`config.mk`:
```
export PLATFORM = sky130hd
export DESIGN_NAME = normalizador_redondeo_flat
export DESIGN_NICKNAME = d
export VERILOG_FILES = /design/src/rtl/normalizador_redondeo_if.sv /design/src/rtl/normalizador_redondeo.sv /design/src/flat_wrapper.sv
export SDC_FILE = /design/constraint.sdc
export NUM_CORES = 1
export LEC_CHECK = 0
export CAP_MARGIN = 10
export CORE_MARGIN = 4
export CORE_UTILIZATION = 52
export CTS_CLUSTER_SIZE = 8
export DETAILED_ROUTE_END_ITERATION = 8
export PLACE_DENSITY = 0.79
export SYNTH_ARGS = -nofsm -noshare
export SYNTH_HDL_FRONTEND = slang
export SYNTH_SLANG_ARGS = --single-unit
export TNS_END_PERCENT = 5
```
`constraint.sdc`:
```
create_clock -name clk -period 3.5 [get_ports clk]
set_input_delay 0.7 -clock clk [delete_from_list [all_inputs] [get_ports clk]]
set_output_delay 0.7 -clock clk [all_outputs]
set_load 0.01 [all_outputs]
```
`src/rtl/normalizador_redondeo_if.sv`:
```
// Handshake bundle between the multiplier datapath and the normalize/round/pack
// stage: operand side (signo, exp_sum, prod, zero_in, in_valid/in_ready) and
// result side (resultado, flags, out_valid/out_ready).
interface normalizador_redondeo_if;
    logic        signo;
    logic [9:0]  exp_sum;
    logic [47:0] prod;
    logic        zero_in;
    logic        in_valid;
    logic        in_ready;
    logic [31:0] resultado;
    logic        overflow;
    logic        underflow;
    logic        inexact;
    logic        out_valid;
    logic        out_ready;

    // Upstream/downstream view: drives operands and consumes results.
    modport master (
        output signo, exp_sum, prod, zero_in, in_valid, out_ready,
        input  in_ready, resultado, overflow, underflow, inexact, out_valid
    );

    // Stage view: accepts operands and produces the packed result.
    modport slave (
        input  signo, exp_sum, prod, zero_in, in_valid, out_ready,
        output in_ready, resultado, overflow, underflow, inexact, out_valid
    );
endinterface

```
`src/rtl/normalizador_redondeo.sv`:
```
// Normalize, round (nearest, ties to even) and pack stage of the binary32
// multiplier. Four-state sequence IDLE -> NORM -> ROUND -> OUT; the result and
// flags are registered on entry to OUT and held until the consumer takes them.
module normalizador_redondeo (
    input  logic                         clk,
    input  logic                         rst,
    normalizador_redondeo_if.slave       bus
);

    typedef enum logic [1:0] {
        IDLE  = 2'd0,
        NORM  = 2'd1,
        ROUND = 2'd2,
        OUT   = 2'd3
    } state_t;

    state_t state_r;
    state_t state_s;

    // Captured operands
    logic               signo_r;
    logic               zero_r;
    logic signed [9:0]  exp_r;
    logic [47:0]        prod_r;

    // Normalized mantissa and rounding bits
    logic [22:0]        mant_r;
    logic               guard_r;
    logic               sticky_r;

    // Registered outputs
    logic [31:0]        resultado_r;
    logic               overflow_r;
    logic               underflow_r;
    logic               inexact_r;
    logic               in_ready_r;
    logic               out_valid_r;

    // Combinational helpers
    logic [22:0]        norm_mant_s;
    logic               norm_guard_s;
    logic               norm_sticky_s;
    logic signed [9:0]  norm_exp_s;
    logic               round_up_s;
    logic [23:0]        mant_inc_s;
    logic signed [9:0]  exp_fin_s;
    logic [31:0]        res_s;
    logic               overflow_s;
    logic               underflow_s;
    logic               inexact_s;

    // OR of the bits below the guard position; true when anything nonzero is lost.
    function automatic logic sticky_of(input logic [22:0] bits);
        sticky_of = |bits;
    endfunction

    // State register; reset has priority over any handshake.
    always_ff @(posedge clk) begin
        if (rst) begin
            state_r <= IDLE;
        end else begin
            state_r <= state_s;
        end
    end

    // Next-state logic for the IDLE/NORM/ROUND/OUT sequence.
    always_comb begin
        state_s = state_r;
        case (state_r)
            IDLE: begin
                if (bus.in_valid) begin
                    state_s = NORM;
                end else begin
                    state_s = IDLE;
                end
            end
            NORM:  state_s = ROUND;
            ROUND: state_s = OUT;
            OUT: begin
                if (bus.out_ready) begin
                    state_s = IDLE;
                end else begin
                    state_s = OUT;
                end
            end
            default: state_s = IDLE;
        endcase
    end

    // Normalization: a product in [2,4) shifts one place right and bumps the exponent.
    always_comb begin
        norm_mant_s   = 23'd0;
        norm_guard_s  = 1'b0;
        norm_sticky_s = 1'b0;
        norm_exp_s    = exp_r;
        if (prod_r[47]) begin
            norm_mant_s   = prod_r[46:24];
            norm_guard_s  = prod_r[23];
            norm_sticky_s = sticky_of(prod_r[22:0]);
            norm_exp_s    = exp_r + 10'sd1;
        end else begin
            norm_mant_s   = prod_r[45:23];
            norm_guard_s  = prod_r[22];
            norm_sticky_s = sticky_of({1'b0, prod_r[21:0]});
            norm_exp_s    = exp_r;
        end
    end

    // Rounding plus exception selection; zero operand beats overflow beats underflow.
    always_comb begin
        round_up_s  = guard_r & (sticky_r | mant_r[0]);
        mant_inc_s  = {1'b0, mant_r} + {23'd0, round_up_s};
        exp_fin_s   = exp_r + $signed({9'd0, mant_inc_s[23]});
        res_s       = 32'd0;
        overflow_s  = 1'b0;
        underflow_s = 1'b0;
        inexact_s   = 1'b0;
        if (zero_r) begin
            res_s = {signo_r, 31'd0};
        end else if (exp_fin_s >= 10'sd255) begin
            res_s      = {signo_r, 8'hFF, 23'd0};
            overflow_s = 1'b1;
            inexact_s  = 1'b1;
        end else if (exp_fin_s <= 10'sd0) begin
            res_s       = {signo_r, 31'd0};
            underflow_s = 1'b1;
            inexact_s   = 1'b1;
        end else begin
            // On a rounding carry the low 23 bits of mant_inc_s are already zero.
            res_s     = {signo_r, exp_fin_s[7:0], mant_inc_s[22:0]};
            inexact_s = guard_r | sticky_r;
        end
    end

    // Datapath registers: capture in IDLE, normalize in NORM, pack in ROUND.
    always_ff @(posedge clk) begin
        if (rst) begin
            signo_r     <= 1'b0;
            zero_r      <= 1'b0;
            exp_r       <= 10'sd0;
            prod_r      <= 48'd0;
            mant_r      <= 23'd0;
            guard_r     <= 1'b0;
            sticky_r    <= 1'b0;
            resultado_r <= 32'd0;
            overflow_r  <= 1'b0;
            underflow_r <= 1'b0;
            inexact_r   <= 1'b0;
            in_ready_r  <= 1'b1;
            out_valid_r <= 1'b0;
        end else begin
            in_ready_r  <= (state_s == IDLE);
            out_valid_r <= (state_s == OUT);
            case (state_r)
                IDLE: begin
                    if (bus.in_valid) begin
                        signo_r <= bus.signo;
                        zero_r  <= bus.zero_in;
                        exp_r   <= $signed(bus.exp_sum);
                        prod_r  <= bus.prod;
                    end
                end
                NORM: begin
                    mant_r   <= norm_mant_s;
                    guard_r  <= norm_guard_s;
                    sticky_r <= norm_sticky_s;
                    exp_r    <= norm_exp_s;
                end
                ROUND: begin
                    resultado_r <= res_s;
                    overflow_r  <= overflow_s;
                    underflow_r <= underflow_s;
                    inexact_r   <= inexact_s;
                end
                default: begin
                end
            endcase
        end
    end

    assign bus.in_ready  = in_ready_r;
    assign bus.out_valid = out_valid_r;
    assign bus.resultado = resultado_r;
    assign bus.overflow  = overflow_r;
    assign bus.underflow = underflow_r;
    assign bus.inexact   = inexact_r;

endmodule

```
`src/flat_wrapper.sv`:
```
// flat-port wrapper written by rule: the top's interface ports become plain ports
module normalizador_redondeo_flat 
  (clk, rst, bus_signo, bus_exp_sum, bus_prod, bus_zero_in, bus_in_valid, bus_out_ready, bus_in_ready, bus_resultado, bus_overflow, bus_underflow, bus_inexact, bus_out_valid);
  normalizador_redondeo_if bus_i ();
  input  logic clk;
  input  logic rst;
  input wire logic [$bits(bus_i.signo)-1:0] bus_signo;
  input wire logic [$bits(bus_i.exp_sum)-1:0] bus_exp_sum;
  input wire logic [$bits(bus_i.prod)-1:0] bus_prod;
  input wire logic [$bits(bus_i.zero_in)-1:0] bus_zero_in;
  input wire logic [$bits(bus_i.in_valid)-1:0] bus_in_valid;
  input wire logic [$bits(bus_i.out_ready)-1:0] bus_out_ready;
  output wire logic [$bits(bus_i.in_ready)-1:0] bus_in_ready;
  output wire logic [$bits(bus_i.resultado)-1:0] bus_resultado;
  output wire logic [$bits(bus_i.overflow)-1:0] bus_overflow;
  output wire logic [$bits(bus_i.underflow)-1:0] bus_underflow;
  output wire logic [$bits(bus_i.inexact)-1:0] bus_inexact;
  output wire logic [$bits(bus_i.out_valid)-1:0] bus_out_valid;
  assign bus_i.signo = bus_signo;
  assign bus_i.exp_sum = bus_exp_sum;
  assign bus_i.prod = bus_prod;
  assign bus_i.zero_in = bus_zero_in;
  assign bus_i.in_valid = bus_in_valid;
  assign bus_i.out_ready = bus_out_ready;
  assign bus_in_ready = bus_i.in_ready;
  assign bus_resultado = bus_i.resultado;
  assign bus_overflow = bus_i.overflow;
  assign bus_underflow = bus_i.underflow;
  assign bus_inexact = bus_i.inexact;
  assign bus_out_valid = bus_i.out_valid;
  normalizador_redondeo u_core (.clk(clk), .rst(rst), .bus(bus_i));
endmodule
```
==> results by group, run 1 <==
Floorplan
  – Die ar.: 12400 um^2
  – Die extent in x: 111 um
  – Die Height: 111 um
  – FP Rows: 37
  – CORE AREA: 10400 um^2
  – IO Pins: 101
  – Initial core utilization: 53.4%

Route
  – Pre-Repair DR Iteration Count: 5
  – Final ANT Viol Nets: 0
  – Wire length per cell: 15.4 um
  – Detailed Route WL: 13800 um
  – Drt drc: 0
  – DR vias/cell: 5.46
  – Detailed Route Iter0 Violations: 338
  – Vias post-DR: 4871

Power and ir drop
  – Internal power: 2.98 mW
  – Tot Pwr: 4.21 mW
  – Peak VDD IR: 0.363 mV
  – P_leak: 2.55 nW
  – Clock Power Share: 41.0%
  – Power per Cell Area: 584 nW/um^2
  – Logic pwr share: 17.9%
  – Net Sw Power: 1.23 mW
  – Seq pwr share: 41.1%
  – Sw Share: 29.2%

Finish
  – Antenna diodes: 0
  – Fillers: 848
  – Non-Filler Instances: 892
  – Share of layout cells above drive strength 1: 10.1%
  – Total Nets Final: 814
  – Area Growth Syn to Fin: 30.1%

Clocking
  – CTS tree: done
  – Total CTS buffers: 17
  – Hold-fix buffers at CTS: 0
  – Worst-path clk slew: 60 ps
  – Clock latency on the worst-skew pair: 530 ps
  – CTS max path bufs: 2
  – CTS Root Cell: clkbuf_8
  – CTS H-Tree Depth: 4
  – Sink Count: 124

GRT
  – First-pass GRT wire length: 22600 um
  – Vias in the first global route: 4683
  – Total track usage: 22.2%
  – Antenna violations before repair: 0
  – Largest net degree at the start of global routing: 96
  – Grt total ovfl: 0

STA
  – Period utilisation layout: 94.0%
  – Slew HR: 33.7%
  – Clock skew: 10.6 ps
  – Worst-margin pin slew: 995 ps
  – Hold Fails Final Rpt: 0
  – Fin. max-slew vios: 0
  – Fmax: 304 MHz
  – Final setup violation count: 0
  – Final min period: 3290 ps

Synthesis
  – YS warnings: 0
  – Register area share after synthesis: 44.8%
  – FF+latch count, synth: 124
  – Dominant cells by area after synthesis: dfxtp_1 45%, nand2_1 10%, a21oi_1 5.8%
  – Cells after synthesis: 663
  – XOR/XNOR Fraction of Synth Area: 4.43%
  – Top-area cell type share of the netlist area: 44.8%
  – Mux cell area share after synthesis: 4.70%
  – Avg Cell Area, Syn: 8.35 um^2
  – Count leader, synth: nand2_1
  – Syn Nets: 733
  – Post-synth EDFFs: 0
  – Synth cell count leaders: 148 x nand2_1, 124 x dfxtp_1, 64 x a21oi_1
  – Synth area leader: dfxtp_1
  – Fraction of registers with async set/reset: 0%
  – Synth unique cells: 58
  – Cell Area, Synth: 5540 um^2
  – Largest family of logic cells by synthesized area: simple AND/OR/NAND/NOR gates
  – Compound-Gate Fraction of Synth Area: 18.7%
  – Area share of fa/ha/maj cells after synthesis: 1.36%
  – Top_reg_cell synth: dfxtp_1
  – Synth Area in Simple Gates: 22.0%

Place
  – Placer congestion estimate: 0.916
  – HPWL after DPL: 9280 um
  – Dpl cells: 860
  – Buffers on Ports: 100

Hold path
  – Hold depth: 2
  – HP Start: u_core.bus.resultado[21]$_SDFFE_PP0N_
  – Worst hold path type: reg -> reg
  – Worst hold path endpoint: u_core.bus.resultado[21]$_SDFFE_PP0N_

Status
  – Outcome: complete, no violations

Setup path
  – Critical R2R Capture: u_core.bus.resultado[18]$_SDFFE_PP0N_
  – Critical Path RT: 3910 ps
  – Reg2reg start: u_core.mant_r[10]$_SDFFE_PP0P_
  – Critical setup path kind: reg -> reg
  – R2r worst-path depth: 12
  – CP startpoint kind: register
  – R2R setup slack: 210 ps
  – Critical Path AT: 3700 ps
  – Critical path fanouts, max: 23
  – Crit. End Element: register

Flow run
  – MaxCap Viol Count: 0
==> what timing repair did <==
action	4_1_cts	5_1_grt
setup buffers	0	1
endpoints found under the setup margin	0	23
resized for setup	0	5
==> power groups by stage <==
stage / clock network (mW) / logic [mW] / registers [mW]
2_1_floorplan: 0 / 0.526 / 1.70
3_3_place_gp: 0 / 0.721 / 1.74
3_5_place_dp: 0 / 0.735 / 1.75
4_1_cts: 1.75 / 0.747 / 1.72
5_1_grt: 1.81 / 0.837 / 1.75
6_report: 1.73 / 0.753 / 1.73
==> metrics by stage <==
stage / utilization [%] / instance area, um^2 / hold WS (ps) / worst slack, ps / TNS [ps]
floorplan: - / 5540 / 436 / 305 / 0
global placement: 63.5 / 6580 / 437 / 240 / 0
detailed placement: 63.5 / 6580 / 442 / 134 / 0
CTS: 69.1 / 7170 / 455 / 113 / 0
global route: 69.4 / 7200 / 464 / -8.34 / -8.34
finish: 69.4 / 7200 / 451 / 210 / 0
==> flip-flops by register name (all words and copies together), names as in the netlist, 2 cells and up <==
signal                cells
u_core.bus.resultado     32
u_core.mant_r            23
u_core.exp_r             10
u_core.prod_r            48
u_core.state_r            2
==> cells in the final DEF, fill, tap and decap left out, types with 4 or more instances in the layout <==
cell type | netlist | layout
nor2_1 | 49 | 48
a2bb2oi_1 | 4 | 4
nand2_1 | 148 | 148
clkdlybuf4s50_1 | 0 | 99
clkinv_2 | 0 | 4
inv_1 | 5 | 5
o21ai_0 | 14 | 14
buf_4 | 2 | 7
nand3_1 | 20 | 19
nand4_1 | 11 | 11
xnor2_1 | 11 | 11
a21oi_1 | 64 | 64
mux2i_1 | 26 | 26
a211oi_1 | 28 | 28
dfxtp_1 | 124 | 124
o21ai_2 | 20 | 20
ha_1 | 6 | 4
and4_1 | 6 | 6
xor2_1 | 17 | 17
nor4_1 | 7 | 7
nor3_1 | 8 | 8
and3_1 | 4 | 4
clkbuf_16 | 0 | 16
==> worst max-delay path by stage <==
| stage | slack, ps | startpoint | depth (start not counted) | to |
|---|---|---|---|---|
| floorplan | 310 | u_core.sticky_r$_SDFFE_PP0P_ | 13 | u_core.bus.resultado[20]$_SDFFE_PP0N_ |
| global placement | 240 | u_core.sticky_r$_SDFFE_PP0P_ | 14 | u_core.bus.resultado[17]$_SDFFE_PP0N_ |
| detailed placement | 130 | u_core.sticky_r$_SDFFE_PP0P_ | 14 | u_core.bus.resultado[18]$_SDFFE_PP0N_ |
| CTS | 110 | u_core.sticky_r$_SDFFE_PP0P_ | 14 | u_core.bus.resultado[18]$_SDFFE_PP0N_ |
| global route | -8 | u_core.sticky_r$_SDFFE_PP0P_ | 14 | u_core.bus.resultado[17]$_SDFFE_PP0N_ |
| finish | 210 | u_core.mant_r[10]$_SDFFE_PP0P_ | 12 | u_core.bus.resultado[18]$_SDFFE_PP0N_ |
==> logic make-up (layout without fill, tap and decap cells) <==
kind of cell / count (synthesis) / count (layout)
fa+ha+maj: 6 / 6
simple gates: 272 / 272
buf+inv: 51 / 144
mux: 26 / 26
xor+xnor: 28 / 28
flops: 124 / 124
compound gates: 156 / 156
==> cell type report <==
type,instances,area (um^2),share of cell area (%)
multi-input cells,488,2880,40.0
flip-flops and latches,124,2480,34.5
repair buffers,108,1070,14.8
clock buffers,17,414,5.75
well taps,136,170,2.36
clock inverters,14,169,2.35
inverters,5,18.8,0.261
==> per-layer routing <==
layer	global-route usage, %	vias to the layer above	wire length, um
li1	-	2484	-
met1	29.7	2232	6490
met2	34.4	135	6260
met3	5.29	20	766
met4	9.16	0	242
met5	0	-	0
==> worst max-delay path: stages (launching register included) <==
cell and delay (ps):
dfxtp_1 410, and4_1 270, and2_0 310, and4_1 230, and4_1 240, ha_2 220
ha_4 170, xnor2_1 80, or4_1 530, o211ai_4 240, a211o_2 160, buf_12 180
o21ai_0 110
No activity file was read; power rests on OpenSTA's default activity.
==> run 2, diff against run 1 <==
MAX_ROUTING_LAYER = met4   (was unset)
==> run 2 against run 1 <==
Effect of this change: clock skew fell by 1.0 ps; core utilization fell by 0.16 points; maximum frequency is 0.93% lower; critical path depth up 2; largest power group unchanged; power fell by 1.2%; combinational power is 1% lower.
==> results by group, run 2 (same netlist as run 1, synthesis figures left out) <==
Clocking
  – CTS max path bufs: 2 (unchanged)
  – Clock latency on the worst-skew pair: 500 ps (was 530 ps)
  – CTS tree: done (unchanged)
  – CTS Root Cell: clkbuf_8 (unchanged)
  – CTS H-Tree Depth: 4 (unchanged)
  – Total CTS buffers: 17 (unchanged)
  – Sink Count: 124 (unchanged)
  – Hold-fix buffers at CTS: 0 (unchanged)
  – Worst-path clk slew: 60 ps (about the same)

STA
  – Slew HR: 34.4% (was 33.7%)
  – Worst-margin pin slew: 981 ps (was 995 ps)
  – Final setup violation count: 0 (unchanged)
  – Fin. max-slew vios: 0 (unchanged)
  – Period utilisation layout: 94.9% (was 94.0%)
  – WHS: 449 ps (was 451 ps)
  – Fmax: 301 MHz (was 304 MHz)
  – Hold Fails Final Rpt: 0 (unchanged)
  – Clock skew: 9.57 ps (was 10.6 ps)
  – Final min period: 3320 ps (was 3290 ps)

Setup path
  – R2r worst-path depth: 14 (was 12)
  – Critical path fanouts, max: 23 (unchanged)
  – Critical setup path kind: reg -> reg (unchanged)
  – Critical Path RT: 3880 ps (was 3910 ps)
  – CP startpoint kind: register (unchanged)
  – Crit. End Element: register (unchanged)
  – Critical Path AT: 3700 ps (about the same)

Power and ir drop
  – Peak VDD IR: 0.338 mV (was 0.363 mV)
  – Internal power: 2.93 mW (was 2.98 mW)
  – Sw Share: 29.6% (was 29.2%)
  – Logic pwr share: 17.9% (about the same)
  – Power per Cell Area: 578 nW/um^2 (was 584 nW/um^2)
  – Net Sw Power: 1.23 mW (about the same)
  – Seq pwr share: 41.5% (was 41.1%)
  – P_leak: 2.54 nW (was 2.55 nW)
  – Clock Power Share: 40.6% (was 41.0%)

GRT
  – Total track usage: 22.0% (was 22.2%)
  – Vias in the first global route: 4588 (was 4683)
  – Met3 Use GR: 4.37% (was 5.29%)
  – First-pass GRT wire length: 22100 um (was 22600 um)
  – Global Route met2 Usage: 32.6% (was 34.4%)
  – M1 GR Usage: 30.6% (was 29.7%)
  – Peak-usage layer in the global routing report: met2 (unchanged)
  – Largest net degree at the start of global routing: 96 (unchanged)
  – Antenna violations before repair: 0 (unchanged)
  – Grt total ovfl: 0 (unchanged)

Route
  – Pre-Repair DR Iteration Count: 5 (unchanged)
  – Drt drc: 0 (unchanged)
  – Wire length per cell: 14.6 um (was 15.4 um)
  – Vias post-DR: 4863 (was 4871)
  – Detailed Route WL: 13000 um (was 13800 um)
  – DR vias/cell: 5.45 (was 5.46)
  – Final ANT Viol Nets: 0 (unchanged)
  – Detailed Route Iter0 Violations: 345 (was 338)

Floorplan
  – Die ar.: 12400 um^2 (unchanged)
  – Die Height: 111 um (unchanged)
  – Die extent in x: 111 um (unchanged)
  – IO Pins: 101 (unchanged)
  – FP Rows: 37 (unchanged)
  – CORE AREA: 10400 um^2 (unchanged)
  – Initial core utilization: 53.4% (unchanged)

Finish
  – Fillers: 834 (was 848)
  – Register with the most flip-flops: u_core.prod_r (unchanged)
  – Total Nets Final: 814 (unchanged)
  – Antenna diodes: 0 (unchanged)
  – Area Growth Syn to Fin: 29.8% (was 30.1%)
  – Max reg flops: 48 (unchanged)
  – Commonest non-fill, non-tap cell in the layout: nand2_1 (unchanged)
  – Most frequent cells in the layout: 148 x nand2_1, 124 x dfxtp_1, 99 x clkdlybuf4s50_1 (unchanged)
  – Layout Utilization: 69.3% (was 69.4%)
  – Share of layout cells above drive strength 1: 9.91% (was 10.1%)

Status
  – Outcome: complete, no violations (unchanged)

Hold path
  – Hold depth: 2 (unchanged)
  – Worst hold path type: reg -> reg (unchanged)

Flow run
  – MaxCap Viol Count: 0 (unchanged)

Place
  – HPWL after DPL: 9170 um (was 9280 um)
  – Buffers on Ports: 100 (unchanged)
  – Placer congestion estimate: 0.909 (was 0.916)
run 2: changes by cell type in the layout (fill, tap and decap cells not counted), sizes merged:
| cell | previous run | this run |
|---|---|---|
| bufinv | 3 | 2 |
| clkinvlp | 2 | 3 |
| clkinv | 6 | 3 |
| clkbuf | 17 | 18 |
| inv | 8 | 11 |
run 2: power groups by stage:
stage	sequential [mW]	clock, mW	combinational [mW]
global route	1.75	1.79	0.828
CTS	1.72	1.72	0.739
detailed placement	1.75	0	0.733
floorplan	1.70	0	0.526
global placement	1.74	0	0.722
finish	1.73	1.69	0.743
run 2: routing by layer:
layer  share of wire, %  up-vias
met5                  0        -
met1                 50     2223
li1                   -     2495
met4                1.5        0
met2                 44      125
met3                4.6       20
run 2: final cells by class:
class                           count  area (um^2)  share of cell area [%]
Inverter                            5         18.8                   0.261
Multi-Input combinational cell    488         2870                    39.9
Sequential cell                   124         2480                    34.5
Timing Repair Buffer              108         1070                    14.9
Clock inverter                     14          160                    2.23
Tap cell                          136          170                    2.37
Clock buffer                       18          418                    5.82
run 2: worst paths after layout:
| path | slack (ps) | from | end |
|---|---|---|---|
| min reg2reg | 450 | u_core.bus.resultado[5]$_SDFFE_PP0N_ | u_core.bus.resultado[5]$_SDFFE_PP0N_ |
| max reg2reg | 180 | u_core.sticky_r$_SDFFE_PP0P_ | u_core.bus.resultado[17]$_SDFFE_PP0N_ |
| min | 450 | u_core.bus.resultado[5]$_SDFFE_PP0N_ | u_core.bus.resultado[5]$_SDFFE_PP0N_ |
| max | 180 | u_core.sticky_r$_SDFFE_PP0P_ | u_core.bus.resultado[17]$_SDFFE_PP0N_ |
run 2: worst max-delay path: stages, from the launching register on:
cell and delay [ps]:
dfxtp_1 360, o21a_1 140, ha_1 190, nand3_2 140
nor3_1 230, buf_4 180, and4_1 240, ha_1 230
ha_4 180, xnor2_1 90, or4_1 510, o211ai_2 240
a211o_2 160, buf_12 180, o21ai_0 120
run 2: per-stage QoR:
step	total power [mW]	setup WS, ps	cell area (um^2)	TNS [ps]	cells
after floorplan	2.22	305	5540	0	663
after global placement	2.46	225	6580	0	860
after detailed placement	2.48	108	6580	0	860
after CTS	4.17	40.9	7160	0	892
after global routing	4.37	-9.58	7190	-9.58	893
final	4.16	179	7190	0	893
run 2: what timing repair did:
action | 4_1_cts | 5_1_grt
setup buffers | 0 | 1
gates resized for setup | 0 | 3
setup endpoints to repair | 0 | 25
==> run 3, diff against run 2 <==
CORE_UTILIZATION = 54   (was 52)
CTS_BUF_LIST = sky130_fd_sc_hd__clkbuf_8   (was unset)
PLACE_DENSITY = 0.82   (was 0.79)
==> run 3 against run 2 <==
Effect of this change: sequential share of layout area is 0.98 points higher; largest power group unchanged; power is 11% lower; sequential cell count unchanged; global-route usage grew 2.0 points; critical path type unchanged; combinational power is essentially flat; critical path depth down 2; sequential power about the same; core utilization grew 1.5 points; via count is 0.86% higher; die area decreased by 3.4%.
==> results by group, run 3 (same netlist as run 1, synthesis figures left out) <==
Setup path
  – Crit. End Element: register (unchanged)
  – CP startpoint kind: register (unchanged)
  – Most used cell along the critical path: and4_1 (was ha_1)
  – Critical Path RT: 3810 ps (was 3880 ps)
  – Critical path fanouts, max: 23 (unchanged)
  – Crit-path slowest cell: or4_1 (unchanged)
  – Critical setup path kind: reg -> reg (unchanged)
  – CP Buf/Inv Count: 1 (was 2)
  – Cell chain of the critical path: and4_1, and2_2, and4_1, and4_1, ha_1, ha_2, xnor2_1, or4_1, o211ai_2, a211o_2, buf_12, o21ai_0 (was o21a_1, ha_1, nand3_2, nor3_1, buf_4, and4_1, ha_1, ha_4, xnor2_1, or4_1, o211ai_2, a211o_2, buf_12, o21ai_0)
  – Crit path largest cell delay: 500 ps (was 510 ps)
  – Critical Path Start: u_core.mant_r[10]$_SDFFE_PP0P_ (was u_core.sticky_r$_SDFFE_PP0P_)
  – CP top delay family: simple AND/OR/NAND/NOR gates (unchanged)
  – Critical Path AT: 3540 ps (was 3700 ps)
  – Reg2reg start: u_core.mant_r[10]$_SDFFE_PP0P_ (was u_core.sticky_r$_SDFFE_PP0P_)

Clocking
  – Hold-fix buffers at CTS: 0 (unchanged)
  – Setup Buffers After CTS: 0 (unchanged)
  – CTS tree: done (unchanged)
  – Sink Count: 124 (unchanged)
  – CTS Root Cell: clkbuf_8 (unchanged)
  – CTS max path bufs: 2 (unchanged)
  – Total CTS buffers: 17 (unchanged)
  – Worst-path clk slew: 70 ps (was 60 ps)
  – Clock latency on the worst-skew pair: 430 ps (was 500 ps)
  – CTS H-Tree Depth: 4 (unchanged)

Route
  – Detailed Route WL: 13400 um (was 13000 um)
  – Pre-Repair DR Iteration Count: 5 (unchanged)
  – Drt drc: 0 (unchanged)
  – Vias post-DR: 4905 (was 4863)
  – Detailed Route Iter0 Violations: 302 (was 345)
  – DR vias/cell: 5.52 (was 5.45)
  – Final ANT Viol Nets: 0 (unchanged)
  – Wire length per cell: 15.1 um (was 14.6 um)

STA
  – Fin. max-slew vios: 0 (unchanged)
  – Unrepaired setup endpoints after global routing: no
  – Period utilisation layout: 92.2% (was 94.9%)
  – Hold Fails Final Rpt: 0 (unchanged)
  – Slew HR: 36.3% (was 34.4%)
  – Post-route setup TNS: 0 ps (unchanged)
  – Fmax: 310 MHz (was 301 MHz)
  – Clock skew: 12.7 ps (was 9.57 ps)
  – Worst-margin pin slew: 956 ps (was 981 ps)
  – Final setup violation count: 0 (unchanged)
  – Final min period: 3230 ps (was 3320 ps)

Floorplan
  – CORE AREA: 9860 um^2 (was 10400 um^2)
  – Initial core utilization: 56.1% (was 53.4%)
  – Die ar.: 11900 um^2 (was 12400 um^2)
  – Die extent in x: 109 um (was 111 um)
  – IO Pins: 101 (unchanged)
  – Die Height: 109 um (was 111 um)
  – FP Rows: 36 (was 37)

Finish
  – Area Growth Syn to Fin: 26.2% (was 29.8%)
  – Total Nets Final: 813 (was 814)
  – Max reg flops: 48 (unchanged)
  – Share of layout cells above drive strength 1: 9.79% (was 9.91%)
  – Commonest non-fill, non-tap cell in the layout: nand2_1 (unchanged)
  – Antenna diodes: 0 (unchanged)
  – Register with the most flip-flops: u_core.prod_r (unchanged)
  – Most frequent cells in the layout: 148 x nand2_1, 124 x dfxtp_1, 99 x clkdlybuf4s50_1 (unchanged)

Status
  – Outcome: complete, no violations (unchanged)

GRT
  – Vias in the first global route: 4657 (was 4588)
  – First-pass GRT wire length: 22000 um (was 22100 um)
  – Largest net degree at the start of global routing: 96 (unchanged)
  – Total track usage: 23.9% (was 22.0%)
  – Antenna violations before repair: 0 (unchanged)
  – Grt total ovfl: 0 (unchanged)

Power and ir drop
  – Tot Pwr: 3.72 mW (was 4.16 mW)
  – Power per Cell Area: 532 nW/um^2 (was 578 nW/um^2)
  – Peak VDD IR: 0.298 mV (was 0.338 mV)
  – P_leak: 2.46 nW (was 2.54 nW)

Place
  – Placer congestion estimate: 0.869 (was 0.909)
  – HPWL after DPL: 9560 um (was 9170 um)
  – Buffers on Ports: 100 (unchanged)

Hold path
  – HP Start: u_core.bus.resultado[29]$_SDFFE_PP0N_ (was u_core.bus.resultado[5]$_SDFFE_PP0N_)
  – Worst hold path type: reg -> reg (unchanged)

Flow run
  – MaxCap Viol Count: 0 (unchanged)
run 3: cell count changes in the layout (fill, tap and decap cells not counted), moves of 2 or more:
cell / before / now
clkbuf_8: 1 / 17
clkbuf_16: 16 / 0
inv_6: 5 / 3
clkinv_4: 2 / 4
inv_1: 5 / 7
run 3: layer usage:
metal  track usage (%)  share of wire, %  up-vias
li1                  -                 -     2480
met1              31.5                47     2269
met2              37.4                47      143
met3              4.68               5.0       13
met4              7.48              0.98        0
met5                 -                 0        -
run 3: through the flow:
step	utilization, %	std cells	setup WS, ps	hold slack [ps]	instance area, um^2
6_report	70.8	889	272	456	6990
3_5_place_dp	66.7	857	158	441	6580
2_1_floorplan	-	663	305	436	5540
5_1_grt	70.8	889	38.5	472	6990
3_3_place_gp	66.7	857	223	436	6580
4_1_cts	70.8	889	123	458	6980
run 3: timing repair:
item / CTS / global route
setup endpoints to repair: 0 / 23
resized for setup: 0 / 4
hold endpoints to repair: 0 / 0
run 3: worst paths after layout:
kind | cells after the start | to | slack (ps)
setup / recovery | 12 | u_core.bus.resultado[17]$_SDFFE_PP0N_ | 270
hold reg to reg | 2 | u_core.bus.resultado[29]$_SDFFE_PP0N_ | 460
hold / removal | 2 | u_core.bus.resultado[29]$_SDFFE_PP0N_ | 460
setup reg to reg | 12 | u_core.bus.resultado[17]$_SDFFE_PP0N_ | 270
run 3: worst reg2reg max path: cells and delay by family (launching register included):
family	cells	cell delay (ps)
AOI/OAI and AO/OA	3	530
xor gates and xnor gates	1	90
adders and majority gates	2	430
buffers and inverters	1	180
DFF	1	440
and+or+nand+nor	5	1460
run 3: power breakdown:
group          switching (mW)  internal (mW)  leakage, nW
clock                   0.607          0.647        0.204
sequential              0.163           1.56         1.01
combinational           0.412          0.330         1.24
run 3: area by class of cell:
cell class,count,area [um^2]
Inverter,5,18.8
Clock buffer,17,234
Multi-Input combinational cell,488,2860
Fill cell,780,2880
Tap cell,133,166
Sequential cell,124,2480
Clock inverter,15,166
Timing Repair Buffer,107,1060
